### config.mk
export PLATFORM = sky130hd
export DESIGN_NAME = rom_sram_loader
export DESIGN_NICKNAME = d
export VERILOG_FILES = /design/src/rtl/rom_sram_loader.sv
export SDC_FILE = /design/constraint.sdc
export NUM_CORES = 1
export LEC_CHECK = 0
export ABC_AREA = 1
export BUFFER_PORTS_ARGS = -buffer_cell sky130_fd_sc_hd__clkbuf_2
export CORE_UTILIZATION = 45
export CTS_BUF_LIST = sky130_fd_sc_hd__clkbuf_8
export DETAILED_ROUTE_END_ITERATION = 10
export PLACE_DENSITY = 0.68
export REMOVE_ABC_BUFFERS = 1
export SLEW_MARGIN = 10
export SYNTH_ARGS = -nofsm -noshare
export SYNTH_HDL_FRONTEND = slang
export SYNTH_SLANG_ARGS = --single-unit
export TNS_END_PERCENT = 20
### constraint.sdc
create_clock -name clk -period 3.8 [get_ports clk]
set_input_delay 0.38 -clock clk [delete_from_list [all_inputs] [get_ports clk]]
set_output_delay 0.38 -clock clk [all_outputs]
set_load 0.03 [all_outputs]
### src/rtl/rom_sram_loader.sv
// Boot-time copy engine: streams LEN ROM bytes into external SRAM at DEST_BASE,
// then optionally reads them back and reports the first mismatching offset.
module rom_sram_loader #(
   parameter int                 ROM_AW    = 14,
   parameter int                 SRAM_AW   = 19,
   parameter int                 LEN       = 16384,
   parameter logic [SRAM_AW-1:0] DEST_BASE = SRAM_AW'(19'h08000),
   parameter int                 WE_CYCLES = 2,
   parameter int                 OE_CYCLES = 2,
   parameter int                 VERIFY    = 1
) (
   input  logic               clk,
   input  logic               rst,
   input  logic               start,
   output logic [ROM_AW-1:0]  rom_a,
   input  logic [7:0]         rom_dout,
   output logic [SRAM_AW-1:0] sram_a,
   output logic [7:0]         sram_d,
   input  logic [7:0]         sram_din,
   output logic               sram_we_n,
   output logic               sram_oe_n,
   output logic               busy,
   output logic               done,
   output logic               error,
   output logic [ROM_AW-1:0]  err_addr
);

   localparam int                CNT_W    = 16;
   localparam int                SUM_W    = (ROM_AW > SRAM_AW) ? ROM_AW : SRAM_AW;
   localparam logic [CNT_W-1:0]  WE_LAST  = CNT_W'(WE_CYCLES - 1);
   localparam logic [CNT_W-1:0]  OE_LAST  = CNT_W'(OE_CYCLES - 1);
   localparam logic [ROM_AW-1:0] LAST_IDX = ROM_AW'(LEN - 1);

   typedef enum logic [3:0] {
      S_IDLE,
      S_RADDR,
      S_RDATA,
      S_WSETUP,
      S_WPULSE,
      S_WHOLD,
      S_VADDR,
      S_VREAD,
      S_VGAP,
      S_DONE
   } state_t;

   state_t            state_q, state_d;
   logic [ROM_AW-1:0] idx_q, idx_d;
   logic [CNT_W-1:0]  cnt_q, cnt_d;
   logic [7:0]        sram_d_q, sram_d_d;
   logic              we_n_q, we_n_d;
   logic              oe_n_q, oe_n_d;
   logic              busy_q, busy_d;
   logic              done_q, done_d;
   logic              error_q, error_d;
   logic [ROM_AW-1:0] err_addr_q, err_addr_d;
   logic [SUM_W-1:0]  addr_sum;

   always_ff @(posedge clk) begin
      if (rst) begin
         state_q    <= S_IDLE;
         idx_q      <= '0;
         cnt_q      <= '0;
         sram_d_q   <= '0;
         we_n_q     <= 1'b1;
         oe_n_q     <= 1'b1;
         busy_q     <= 1'b0;
         done_q     <= 1'b0;
         error_q    <= 1'b0;
         err_addr_q <= '0;
      end else begin
         state_q    <= state_d;
         idx_q      <= idx_d;
         cnt_q      <= cnt_d;
         sram_d_q   <= sram_d_d;
         we_n_q     <= we_n_d;
         oe_n_q     <= oe_n_d;
         busy_q     <= busy_d;
         done_q     <= done_d;
         error_q    <= error_d;
         err_addr_q <= err_addr_d;
      end
   end

   always_comb begin
      state_d    = state_q;
      idx_d      = idx_q;
      cnt_d      = cnt_q;
      sram_d_d   = sram_d_q;
      error_d    = error_q;
      err_addr_d = err_addr_q;

      unique case (state_q)
         S_IDLE, S_DONE: begin
            if (start) begin
               idx_d      = '0;
               error_d    = 1'b0;
               err_addr_d = '0;
               state_d    = S_RADDR;
            end
         end
         S_RADDR:  state_d = S_RDATA;
         S_RDATA: begin
            sram_d_d = rom_dout;
            state_d  = S_WSETUP;
         end
         S_WSETUP: begin
            cnt_d   = '0;
            state_d = S_WPULSE;
         end
         S_WPULSE: begin
            if (cnt_q == WE_LAST) state_d = S_WHOLD;
            else                  cnt_d   = cnt_q + 1'b1;
         end
         S_WHOLD: begin
            if (idx_q == LAST_IDX) begin
               if (VERIFY != 0) begin
                  idx_d   = '0;
                  state_d = S_VADDR;
               end else begin
                  state_d = S_DONE;
               end
            end else begin
               idx_d   = idx_q + 1'b1;
               state_d = S_RADDR;
            end
         end
         S_VADDR: begin
            cnt_d   = '0;
            state_d = S_VREAD;
         end
         S_VREAD: begin
            // rom_a has been held at idx since VADDR, so rom_dout is the reference byte
            if (cnt_q == OE_LAST) begin
               if (sram_din != rom_dout) begin
                  error_d    = 1'b1;
                  err_addr_d = idx_q;
                  state_d    = S_DONE;
               end else begin
                  state_d = S_VGAP;
               end
            end else begin
               cnt_d = cnt_q + 1'b1;
            end
         end
         S_VGAP: begin
            if (idx_q == LAST_IDX) begin
               state_d = S_DONE;
            end else begin
               idx_d   = idx_q + 1'b1;
               state_d = S_VADDR;
            end
         end
         default: state_d = S_IDLE;
      endcase

      // Strobes and status are registered from the next state so they align with it
      we_n_d = (state_d != S_WPULSE);
      oe_n_d = !((state_d == S_VADDR) || (state_d == S_VREAD));
      busy_d = !((state_d == S_IDLE) || (state_d == S_DONE));
      done_d = (state_d == S_DONE);
   end

   assign addr_sum  = SUM_W'(DEST_BASE) + SUM_W'(idx_q);
   assign sram_a    = addr_sum[SRAM_AW-1:0];
   assign rom_a     = idx_q;
   assign sram_d    = sram_d_q;
   assign sram_we_n = we_n_q;
   assign sram_oe_n = oe_n_q;
   assign busy      = busy_q;
   assign done      = done_q;
   assign error     = error_q;
   assign err_addr  = err_addr_q;

endmodule
==> impl_metrics.xml <==
<?xml version="1.0" encoding="UTF-8"?>
<metrics>
  <group name="global_route">
    <metric name="grt_first_pass_wirelength" unit="mm">12.4</metric>
    <metric name="antenna_found_initial" unit="">0</metric>
    <metric name="globalRouteOverflowTotal" unit="">0</metric>
    <metric name="first_global_vias" unit="">2725</metric>
    <metric name="globalRouteTotalUtil" unit="%">21.0</metric>
    <metric name="largest_net_degree_at_the_start_of_global_routing" unit="">32</metric>
  </group>
  <group name="sta">
    <metric name="layout_worst_path_cycle_share" unit="%">56.2</metric>
    <metric name="skew" unit="ns">0.00946</metric>
    <metric name="maxSlewViolCount" unit="">0</metric>
    <metric name="worstMarginPinSlew" unit="ns">0.706</metric>
    <metric name="final.setup.tns" unit="ns">0</metric>
    <metric name="final.setup.worst_slack" unit="ns">1.67</metric>
    <metric name="timing.final.hold_violations" unit="">0</metric>
    <metric name="post-route-min-period" unit="ns">2.13</metric>
    <metric name="maxSlewHeadroom" unit="%">53.0</metric>
    <metric name="max_clock_freq" unit="GHz">0.468</metric>
    <metric name="setup_violations" unit="">0</metric>
    <metric name="grt_setup_unrepaired" unit="">no</metric>
  </group>
  <group name="synth">
    <metric name="synth_top_cells_by_area" unit="">sky130_fd_sc_hd__dfxtp_1, sky130_fd_sc_hd__nand2_1, sky130_fd_sc_hd__nor2_1</metric>
    <metric name="syn_inst_count" unit="">491</metric>
    <metric name="postSynth.asyncResetShare" unit="%">0</metric>
    <metric name="ys_ff_latch" unit="">61</metric>
    <metric name="netlist_top_cells_count" unit="">sky130_fd_sc_hd__nand2_1, sky130_fd_sc_hd__dfxtp_1, sky130_fd_sc_hd__nor2_1</metric>
    <metric name="post_synth_design_cell_area" unit="um^2">3250</metric>
    <metric name="synth_edf_count" unit="">0</metric>
    <metric name="yosysMostFrequentCell" unit="">sky130_fd_sc_hd__nand2_1</metric>
    <metric name="dominantRegCellSynth" unit="">sky130_fd_sc_hd__dfxtp_1</metric>
    <metric name="synth-warning-count" unit="">0</metric>
    <metric name="yosysTopAreaCellShare" unit="%">37.6</metric>
    <metric name="yosys.cell_types.count" unit="">35</metric>
    <metric name="ys_seq_area_share" unit="%">37.6</metric>
    <metric name="synth_area_leader_cell" unit="">sky130_fd_sc_hd__dfxtp_1</metric>
    <metric name="syn_area_per_cell" unit="um^2">6.62</metric>
  </group>
  <group name="routing">
    <metric name="vias_per_cell" unit="">4.83</metric>
    <metric name="routed_wire_length_per_instance" unit="um">11.7</metric>
    <metric name="postRouteWirelength" unit="mm">7.61</metric>
    <metric name="routedLengthMet1" unit="mm">3.68</metric>
    <metric name="firstDrtPassIters" unit="">5</metric>
    <metric name="route.top_layer_used" unit="">met4</metric>
    <metric name="met3RoutedLength" unit="um">360</metric>
    <metric name="drc" unit="">0</metric>
    <metric name="ant_nets" unit="">0</metric>
    <metric name="num_vias" unit="">3154</metric>
    <metric name="detailroute.wirelength.met2" unit="mm">3.41</metric>
    <metric name="drt-initial-drc-count" unit="">177</metric>
  </group>
  <group name="cts">
    <metric name="root_driver" unit="">sky130_fd_sc_hd__clkbuf_8</metric>
    <metric name="tritoncts" unit="">yes</metric>
    <metric name="cts_hold_repair.buffers" unit="">0</metric>
    <metric name="clkSlewWorstSetupHoldPaths" unit="ns">0.07</metric>
    <metric name="post_cts.resized_instances" unit="">0</metric>
    <metric name="clock_insertion_delay_worst_skew" unit="ns">0.34</metric>
    <metric name="clock-sinks" unit="">61</metric>
    <metric name="clk_path_buf_depth" unit="">2</metric>
    <metric name="htreeDepth" unit="">3</metric>
    <metric name="postCtsSetupRepairBufs" unit="">0</metric>
    <metric name="cts_made_buffers" unit="">9</metric>
  </group>
  <group name="min_path">
    <metric name="worst_min_delay_path_class" unit="">primary input to register</metric>
  </group>
  <group name="floorplan">
    <metric name="fp.dieW" unit="um">87.0</metric>
    <metric name="floorplan.rows" unit="">30</metric>
    <metric name="fp.dieArea" unit="um^2">7560</metric>
    <metric name="chipHeight" unit="um">87.0</metric>
    <metric name="core_area" unit="um^2">6870</metric>
    <metric name="initial_core_util" unit="%">47.3</metric>
    <metric name="ioPinCount" unit="">79</metric>
  </group>
  <group name="worst_setup_path">
    <metric name="startpoint_type" unit="">register</metric>
    <metric name="required_time_of_the_worst_setup_path" unit="ns">4.07</metric>
    <metric name="arrival" unit="ns">2.41</metric>
    <metric name="crit_fanout" unit="">16</metric>
    <metric name="timing.critical_path.to_type" unit="">register</metric>
    <metric name="critPathKind" unit="">register to register</metric>
  </group>
  <group name="placement">
    <metric name="dp_hpwl" unit="mm">5.45</metric>
    <metric name="numPortBuffers" unit="">73</metric>
    <metric name="pre_cts_ws" unit="ns">1.67</metric>
    <metric name="globalplace.congestion" unit="">0.882</metric>
  </group>
  <group name="flow_run">
    <metric name="number_of_maximum_capacitance_constraint_violations" unit="">0</metric>
  </group>
  <group name="power">
    <metric name="p_total" unit="mW">1.84</metric>
    <metric name="power_density" unit="nW/um^2">481</metric>
    <metric name="max-vdd-ir-drop" unit="uV">278</metric>
    <metric name="cellLeakagePower" unit="nW">1.75</metric>
  </group>
  <group name="cells_and_area">
    <metric name="finalNetCount" unit="">574</metric>
    <metric name="insertedDiodeCount" unit="">0</metric>
    <metric name="layout-area-overhead-vs-synth" unit="%">17.7</metric>
    <metric name="post_route_cells_drive_above_1_share" unit="%">19.7</metric>
  </group>
  <group name="run_status">
    <metric name="outcome" unit="">finished, final reports clean</metric>
  </group>
</metrics>
worst paths after layout:
path	slack (ns)	end	cells after the start	from
min reg2reg	0.46	err_addr[3]$_SDFFE_PP0P_	2	err_addr[3]$_SDFFE_PP0P_
min	0.29	sram_d[6]$_SDFFE_PP0P_	3	rom_dout[6]
max reg2reg	1.67	err_addr[6]$_SDFFE_PP0P_	10	cnt_q[1]$_SDFFE_PP0P_
max	1.67	err_addr[6]$_SDFFE_PP0P_	10	cnt_q[1]$_SDFFE_PP0P_
placed cells by master (no fill, tap or decap), types with 4 or more instances in the layout:
cell type and n:
sky130_fd_sc_hd__inv_1 53, sky130_fd_sc_hd__nor3_1 8, sky130_fd_sc_hd__nor2_2 5, sky130_fd_sc_hd__clkbuf_8 12, sky130_fd_sc_hd__nor2_1 60, sky130_fd_sc_hd__nand3_1 26
sky130_fd_sc_hd__conb_1 5, sky130_fd_sc_hd__nand2_1 141, sky130_fd_sc_hd__nand2_2 5, sky130_fd_sc_hd__a21oi_1 42, sky130_fd_sc_hd__o21ai_0 22, sky130_fd_sc_hd__xnor2_1 4
sky130_fd_sc_hd__dfxtp_1 61, sky130_fd_sc_hd__nand4_1 6, sky130_fd_sc_hd__clkbuf_2 73
flip-flops by register name (all words and copies together) (netlist names):
signal     flops
cnt_q         16
err_addr      14
rom_a         14
sram_d         8
state_q        4
busy           1
done           1
error          1
sram_oe_n      1
sram_we_n      1
worst max-delay path: stages (launching register included):
cell	delay [ns]
sky130_fd_sc_hd__dfxtp_1	0.40
sky130_fd_sc_hd__inv_1	0.08
sky130_fd_sc_hd__ha_1	0.20
sky130_fd_sc_hd__nand3_1	0.08
sky130_fd_sc_hd__nor2_1	0.05
sky130_fd_sc_hd__nand2_2	0.11
sky130_fd_sc_hd__nor2_1	0.05
sky130_fd_sc_hd__and2_1	0.39
sky130_fd_sc_hd__a21oi_4	0.45
sky130_fd_sc_hd__nand2_1	0.11
sky130_fd_sc_hd__a21oi_1	0.13
kinds of logic (layout without fill, tap and decap cells):
kind of cell               count (synthesis)  in the layout  share of synthesized area (%)
and+or+nand+nor                          263            263                           34.7
buffers and inverters                     82            145                           12.2
AOI/OAI and AO/OA                         73             73                           12.3
DFF                                       61             61                           37.6
xor gates and xnor gates                   7              7                           1.89
adders and majority gates                  3              3                           1.16
other                                      2              5                          0.231
through the flow:
step | cells | area [um^2] | hold slack, ns | util [%]
floorplan | 467 | 3070 | 0.449 | -
global placement | 637 | 3560 | 0.449 | 51.9
detailed placement | 637 | 3560 | 0.454 | 51.9
CTS | 653 | 3820 | 0.278 | 55.6
global route | 653 | 3820 | 0.292 | 55.6
finish | 653 | 3820 | 0.291 | 55.6
report_power, final:
part	total, mW	internal (mW)	switching, mW
sequential	0.710	0.679	0.0302
combinational	0.387	0.107	0.280
clock	0.743	0.487	0.255
total	1.84	1.27	0.566
layout make-up:
| class | count | area [um^2] |
|---|---|---|
| fillers | 684 | 3050 |
| clock buffers | 12 | 165 |
| multi-input cells | 351 | 1640 |
| well taps | 96 | 120 |
| flip-flops and latches | 61 | 1220 |
| repair buffers | 74 | 373 |
| clock inverters | 4 | 93.8 |
| inverters | 55 | 206 |
layer usage:
layer / vias to the layer above / GRT usage [%]
met1: 1410 / 28.6
li1: 1651 / -
met3: 13 / 3.41
met5: - / 0
met4: 0 / 11.1
met2: 80 / 31.9
(Power assumes the default switching activity.)
